### src/rtl/logic_resp_checker_sat_counter.sv
// Saturating up-counter with synchronous clear; clear wins over increment.
// Latency: count visible 1 cycle after inc.
// No flow control: inc is ignored once the counter holds all ones.
module resp_sat_counter #(
   parameter int CNT_W = 16
) (
   input  logic             clk,
   input  logic             rst_n,
   input  logic             clr,
   input  logic             inc,
   output logic [CNT_W-1:0] cnt
);

   always_ff @(posedge clk or negedge rst_n) begin
      if (!rst_n) begin
         cnt <= '0;
      end else if (clr) begin
         cnt <= '0;
      end else if (inc && (cnt != '1)) begin
         cnt <= cnt + CNT_W'(1);
      end
   end

endmodule

### config.mk
export PLATFORM = sky130hd
export DESIGN_NAME = resp_sat_counter
export DESIGN_NICKNAME = d
export VERILOG_FILES = /design/src/rtl/logic_resp_checker_sat_counter.sv
export SDC_FILE = /design/constraint.sdc
export NUM_CORES = 1
export LEC_CHECK = 0
export CORE_UTILIZATION = 53
export CTS_CLUSTER_DIAMETER = 80
export DETAILED_ROUTE_END_ITERATION = 12
export PLACE_DENSITY = 0.94
export RECOVER_POWER = 100
export SYNTH_ARGS = -nofsm -noshare
export SYNTH_HDL_FRONTEND = slang
export SYNTH_SLANG_ARGS = --single-unit
### constraint.sdc
create_clock -name clk -period 4.4 [get_ports clk]
set_input_delay 0.88 -clock clk [delete_from_list [all_inputs] [get_ports clk]]
set_output_delay 0.88 -clock clk [all_outputs]
set_load 0.005 [all_outputs]
Word level (Yosys, flattened, before mapping)
Cells that the tools add are included.

$add $sub $neg: 1. Multiply operators: 0. Div/mod/pow operators: 0. Magnitude comparators: 0. Eq/ne operators: 1. Shift-type cells: 0. Muxes and demuxes: 2. Bitwise gates (word level): 0. Reductions and logical operators: 2.

Operators by type and width (number): $mux 16 (2); $add 16x1->16 const B (1); $ne 16x16->1 const B (1); $reduce_bool 2->1 (1); $logic_and 1x1->1 (1).

Bits in registers: 16. Bits in latches: 0. Bits in writable memories: 0. Memory bits (read-only): 0. Input bits: 4. Memories: 0.

Depth between registers and ports, before layout
Gate-level depths: netlist of run 1.

Depth in word-level cells: 4. Mapped depth: 6. Gate-level depth less buffers: 5.

Worst setup path before layout of run 1
No wires, ideal clock.

Kind: input to register. From: in inc. To: reg cnt[3]. Setup time: 0.078 ns. Arrival: 1.854 ns. Slack: 2.468 ns. Stages: 4. Path buffers: 1. Path through: inv_1 clkbuf_1 or4_2 a21oi_1.

Longest elaborated chain between the ends: 2.

RTL lines: from (decl) (line 10) `input logic inc,`; $logic_and 1x1->1 (line 19) `end else if (inc && (cnt != '1)) begin`; $reduce_bool 2->1 (no source line); to (signal assigned) (line 20) `cnt <= cnt + CNT_W'(1);`; to (decl) (line 11) `output logic [CNT_W-1:0] cnt`.

No other way between the ends. A chain may end at the register's enable or synchronous reset.

Final worst setup path of run 1
Same ends and word-level chain as after synthesis.

==> impl_metrics.sql, run 1 <==
INSERT INTO impl_metrics (metric_group, metric, value, unit) VALUES
('critical_path', 'critPathLaunchType', 'primary input', ''),
('clock_tree', 'cts.repair.resized', '0', ''),
('route', 'dr.first_iter.drc_count', '31', ''),
('layout', 'areaGrowthSynthToFinish', '22.7', '%'),
('synthesis', 'synth.ff_latch_count', '16', ''),
('floorplanning', 'ioPinCount', '20', ''),
('sta', 'final-max-slew-violation-count', '0', ''),
('layout', 'nNetsFinal', '122', ''),
('layout', 'layout_commonest_cell', 'dlygate4sd3_1', ''),
('synthesis', 'ys_warn_count', '0', ''),
('sta', 'max-slew-margin-rel', '0.398', ''),
('layout', 'fillerInstances', '114', ''),
('critical_path', 'setup.worst_path.end_class', 'register', ''),
('critical_path', 'critical_path_required', '4600', 'ps'),
('clock_tree', 'cts.root.buffer_cell', 'clkbuf_4', ''),
('route', 'count_of_vias_placed_by_the_detailed_router', '910', ''),
('synthesis', 'syn-instance-count', '98', ''),
('route', 'drt-vias-per-instance', '6.89', ''),
('sta', 'worst_hold_slack', '618', 'ps'),
('floorplanning', 'core_area', '0.00158', 'mm^2'),
('placed_design', 'placement.setup.worst_slack', '1790', 'ps'),
('route', 'ant_nets', '0', ''),
('route', 'drt-wirelength-per-cell', '16.8', 'um'),
('sta', 'slack_of_the_critical_path', '1930', 'ps'),
('grt', 'global_router_s_overall_resource_usage', '0.256', ''),
('layout', 'largest_register_ff_count', '16', ''),
('critical_path', 'critical_path_class', 'in -> reg', ''),
('clock_tree', 'cts-root-to-sink-buffers', '2', ''),
('status', 'status', 'finished, final reports clean', ''),
('placed_design', 'weighted_congestion_at_the_end_of_routability_driven_global_placement', '0.772', ''),
('sta', 'final.setup.tns', '0', 'ps'),
('synthesis', 'post_synthesis_net_count', '103', ''),
('clock_tree', 'clkLatencyLatePin', '290', 'ps'),
('synthesis', 'syn-mean-instance-area', '9.61', 'um^2'),
('sta', 'post-route-min-period', '2470', 'ps'),
('floorplanning', 'num_rows', '14', ''),
('layout', 'top_regs', 'cnt (16)', ''),
('sta', 'max_slew.worst_pin.slew', '896', 'ps'),
('critical_path', 'critical_path.max_stage_delay', '730', 'ps'),
('layout', 'mostFrequentLayoutCells', '18 x dlygate4sd3_1, 16 x dfrtp_1, 11 x a21oi_1', ''),
('sta', 'final_hold_viol_count', '0', ''),
('placed_design', 'dpl_cell_area', '0.00113', 'mm^2'),
('route', 'drt_drc_violations_left', '0', ''),
('grt', 'first_global_vias', '819', ''),
('placed_design', 'dp_hpwl', '1440', 'um'),
('run', 'cap_viol_max_count', '0', ''),
('synthesis', 'ys_seq_area_frac', '0.425', ''),
('layout', 'finalInstanceArea', '0.00116', 'mm^2'),
('placed_design', 'placement.io_buffers', '19', ''),
('sta', 'rsz_0062_raised_after_global_routing', 'no', ''),
('clock_tree', 'cts.sink_count', '16', ''),
('layout', 'diodes_inserted', '0', ''),
('critical_path', 'slowest_stage', 'or4_2', ''),
('grt', 'global_route.overflow_total', '0', ''),
('critical_path', 'timing.critical_path.fanout_max', '22', ''),
('clock_tree', 'clock_tree.htree_level_count', '1', ''),
('clock_tree', 'clock_tree_from_tritoncts', 'yes', ''),
('synthesis', 'synthDistinctLibCells', '28', ''),
('min_path', 'hold_path.class', 'reg -> reg', ''),
('sta', 'final.setup_skew', '5.81', 'ps'),
('sta', 'post-route-period-util', '0.562', ''),
('clock_tree', 'clock_pin_slew_on_the_worst_setup_and_hold_paths', '90', 'ps'),
('synthesis', 'most_used_flip_flop_cell_after_synthesis', 'dfrtp_1', ''),
('layout', 'largest-register', 'cnt', ''),
('grt', 'grt_first_pass_wirelength', '3600', 'um'),
('grt', 'largest_net_degree_at_the_start_of_global_routing', '23', ''),
('floorplanning', 'design.die.area', '0.00195', 'mm^2'),
('synthesis', 'async_reset_ff_frac', '1.00', ''),
('grt', 'antenna_found_initial', '0', ''),
('layout', 'post_route_cells_drive_above_1_share', '0.103', ''),
('sta', 'setup_viol_count_final', '0', '');
logic make-up (layout without fill, tap and decap cells):
kind of cell	Yosys count	count (layout)	synth area share
AOI/OAI and AO/OA	24	24	0.162
adders and majority gates	1	1	0.0133
buffers and inverters	8	26	0.0398
DFF	16	16	0.425
muxes	4	4	0.0478
and+or+nand+nor	45	45	0.312
Yosys cell counts (4+ instances only):
library cell | instances | area share
nor2_1 | 4 | 0.016
nand4_1 | 6 | 0.040
clkbuf_1 | 4 | 0.016
mux2_1 | 4 | 0.048
or4_1 | 5 | 0.040
a21oi_1 | 11 | 0.058
nor2b_1 | 4 | 0.027
dfrtp_1 | 16 | 0.42
nor4_1 | 4 | 0.027
o31ai_1 | 7 | 0.056
nand2_1 | 6 | 0.024
layout make-up:
type | count | area, um^2 | share of cell area
flip-flops and latches | 16 | 400 | 0.346
multi-input cells | 74 | 498 | 0.431
clock buffers | 4 | 36.3 | 0.0314
well taps | 16 | 20.0 | 0.0173
inverters | 3 | 11.3 | 0.00974
repair buffers | 19 | 190 | 0.165
metrics by stage:
step | utilization | cells | power [W]
floorplan | - | 98 | 0.000161
finish | 0.733 | 132 | 0.000266
CTS | 0.737 | 132 | 0.000269
global placement | 0.714 | 128 | 0.000171
global route | 0.733 | 132 | 0.000277
detailed placement | 0.714 | 128 | 0.000171
final timing paths:
path / startpoint / end / slack (ps) / cells after the start
max: inc / cnt[3] / 1930 / 4
min: cnt[1] / cnt[1] / 620 / 2
max reg2reg: cnt[0] / cnt[13] / 2100 / 5
min reg2reg: cnt[1] / cnt[1] / 620 / 2
max in group asynchronous: rst_n / cnt[3] / 2870 / 1
min in group asynchronous: rst_n / cnt[14] / 1070 / 1
power breakdown:
group	internal, W	switching [W]
Combinational	0.00000613	0.0000113
Clock	0.0000504	0.0000483
Sequential	0.000148	0.00000166
per-layer routing:
layer  vias up  GRT usage  wire (um)  part of all wire
li1        419          -          -                 -
met1       430      0.338        965              0.44
met2        51      0.394       1040              0.47
met3        10     0.0531        147             0.066
met4         0      0.139         61             0.028
met5         -          0          0                 0
critical path, delay by kind of cell:
kind / cells / cell delay, ps
and+or+nand+nor: 1 / 730
buffers and inverters: 2 / 860
AOI/OAI and AO/OA: 1 / 190
Power figures use the tool's default switching activity.
==> run 2, diff against run 1 <==
Settings changed: CORE_UTILIZATION 53 to 44, PLACE_DENSITY 0.94 to 0.84.
Clock period 4.4 ns to 2.19 ns, I/O delays scaled along.
==> run 2 against run 1 <==
  * Clock power grew 100%
  * Critical endpoint is now cnt[13]
  * Critical path depth increased by 1
  * Clock-buffer cell count did not move
  * Combinational power increased by 130%
  * Largest cell class unchanged
==> impl_metrics.sql, run 2 (synthesis results as in run 1) <==
INSERT INTO impl_metrics (metric_group, metric, value, unit) VALUES
('critical_path', 'timing.critical_path.fanout_max', '12', ''),
('grt', 'antenna_found_initial', '0', ''),
('clock_tree', 'cts_setup_buffers', '0', ''),
('sta', 'final.setup_skew', '1.83', 'ps'),
('placed_design', 'placement.setup.worst_slack', '117', 'ps'),
('clock_tree', 'cts-root-to-sink-buffers', '2', ''),
('clock_tree', 'postCtsHoldBufs', '0', ''),
('critical_path', 'critical_path_required', '2370', 'ps'),
('power', 'irDropWorstVdd', '0.369', 'mV'),
('route', 'drt-wirelength-per-cell', '15.6', 'um'),
('grt', 'first_global_vias', '780', ''),
('floorplanning', 'num_rows', '16', ''),
('sta', 'slack_of_the_critical_path', '142', 'ps'),
('status', 'status', 'finished, final reports clean', ''),
('placed_design', 'weighted_congestion_at_the_end_of_routability_driven_global_placement', '0.786', ''),
('power', 'pwr_density_cell', '452', 'mW/mm^2'),
('grt', 'global_router_s_overall_resource_usage', '0.215', ''),
('sta', 'rsz_0062_raised_after_global_routing', 'no', ''),
('floorplanning', 'die_width', '48.3', 'um'),
('floorplanning', 'core_area', '0.00198', 'mm^2'),
('grt', 'grt_first_pass_wirelength', '3390', 'um'),
('critical_path', 'setup.worst_path.end_class', 'register', ''),
('critical_path', 'timing.critical_path.cells', 'ha_1 -> nand4_1 -> nor4_4 -> nor4_1 -> mux2_1', ''),
('route', 'dr.first_iter.drc_count', '38', ''),
('clock_tree', 'cts.sink_count', '16', ''),
('clock_tree', 'cts.root.buffer_cell', 'clkbuf_4', ''),
('route', 'finalWirelength', '2300', 'um'),
('clock_tree', 'clock_tree_from_tritoncts', 'yes', ''),
('critical_path', 'critPathLaunchType', 'register', ''),
('min_path', 'hold_path.class', 'reg -> reg', ''),
('power', 'power_leakage', '0.520', 'nW'),
('placed_design', 'placement.io_buffers', '19', ''),
('sta', 'max_freq', '488', 'MHz'),
('layout', 'areaGrowthSynthToFinish', '27.6', '%'),
('critical_path', 'critical_path.max_stage_delay', '610', 'ps'),
('layout', 'mostFrequentLayoutCells', '17 x dlygate4sd3_1, 16 x dfrtp_1, 11 x a21oi_1', ''),
('route', 'detailed_router_iteration_count_before_antenna_repair', '4', ''),
('critical_path', 'crit_start', 'cnt[0]', ''),
('sta', 'final_hold_viol_count', '0', ''),
('grt', 'largest_net_degree_at_the_start_of_global_routing', '17', ''),
('floorplanning', 'design.die.area', '0.00233', 'mm^2'),
('route', 'ant_nets', '0', ''),
('layout', 'diodes_inserted', '0', ''),
('floorplanning', 'floorplan.initialDensity', '0.475', ''),
('floorplanning', 'ioPinCount', '20', ''),
('grt', 'global_route.overflow_total', '0', ''),
('clock_tree', 'clkLatencyLatePin', '290', 'ps'),
('layout', 'layout_commonest_cell', 'dlygate4sd3_1', ''),
('critical_path', 'timing.rr.start', 'cnt[0]', ''),
('clock_tree', 'clock_pin_slew_on_the_worst_setup_and_hold_paths', '100', 'ps'),
('sta', 'max_slew.worst_pin.slew', '737', 'ps'),
('route', 'drt_drc_violations_left', '0', ''),
('clock_tree', 'cts_buffers', '3', ''),
('run', 'cap_viol_max_count', '0', ''),
('layout', 'largest_register_ff_count', '16', ''),
('sta', 'final-max-slew-violation-count', '0', ''),
('floorplanning', 'chipHeight', '48.3', 'um'),
('sta', 'final.setup.tns', '0', 'ps'),
('layout', 'top_regs', 'cnt (16)', ''),
('min_path', 'min_path_cells', '2', ''),
('clock_tree', 'clock_tree.htree_level_count', '1', ''),
('layout', 'post_route_cells_drive_above_1_share', '0.132', ''),
('critical_path', 'slowest_stage', 'nor4_4', ''),
('layout', 'nNetsFinal', '127', ''),
('critical_path', 'worst_ep_arrival_time', '2230', 'ps'),
('sta', 'max-slew-margin-rel', '0.507', ''),
('critical_path', 'r2r_cells', '5', ''),
('clock_tree', 'cts.repair.resized', '0', ''),
('layout', 'largest-register', 'cnt', ''),
('sta', 'setup_viol_count_final', '0', ''),
('critical_path', 'critical_path_class', 'reg -> reg', ''),
('sta', 'post-route-min-period', '2050', 'ps'),
('route', 'count_of_vias_placed_by_the_detailed_router', '907', ''),
('route', 'drt-vias-per-instance', '6.13', ''),
('sta', 'post-route-period-util', '0.935', ''),
('placed_design', 'dp_hpwl', '1590', 'um'),
('min_path', 'worst_hold_startpoint', 'cnt[1]', '');
-- run 2: area by class of cell --
class	instances	area, um^2
fill	164	779
multi-input combinational	74	493
sequential	16	400
timing repair buffer	24	228
clock buffer	4	36.3
tap	27	33.8
inverter	3	11.3
-- run 2: path summary, 6_finish.rpt --
kind / end / slack, ps
hold / removal: cnt[1] / 620
hold reg to reg: cnt[1] / 620
min in group asynchronous: cnt[11] / 640
setup reg to reg: cnt[13] / 140
max in group asynchronous: cnt[2] / 1090
setup / recovery: cnt[13] / 140
-- run 2: critical path, delay by kind of cell (launching register included) --
family,cells,cell delay [ps]
adders and majority gates,1,240
muxes,1,340
DFF,1,430
and+or+nand+nor,3,930
-- run 2: metrics by stage --
stage	utilization	instance area (um^2)	hold WS (ps)	cells	power [W]
floorplan	-	942	142	98	0.000324
global placement	0.594	1180	572	144	0.000347
detailed placement	0.594	1180	615	144	0.000349
global route	0.607	1200	652	148	0.000560
CTS	0.612	1210	605	148	0.000545
finish	0.607	1200	623	148	0.000543
-- run 2: layer usage --
layer / global-route usage / up-vias / wire [um]
met5: 0 / - / 0
li1: - / 431 / -
met3: 0.0519 / 4 / 118
met2: 0.341 / 29 / 1160
met4: 0.100 / 0 / 36
met1: 0.276 / 443 / 990
-- run 2: power breakdown --
| part | switching [W] | internal [W] |
|---|---|---|
| registers | 0.00000360 | 0.000298 |
| clock network | 0.000100 | 0.000101 |
| logic | 0.0000240 | 0.0000161 |
| total | 0.000128 | 0.000415 |
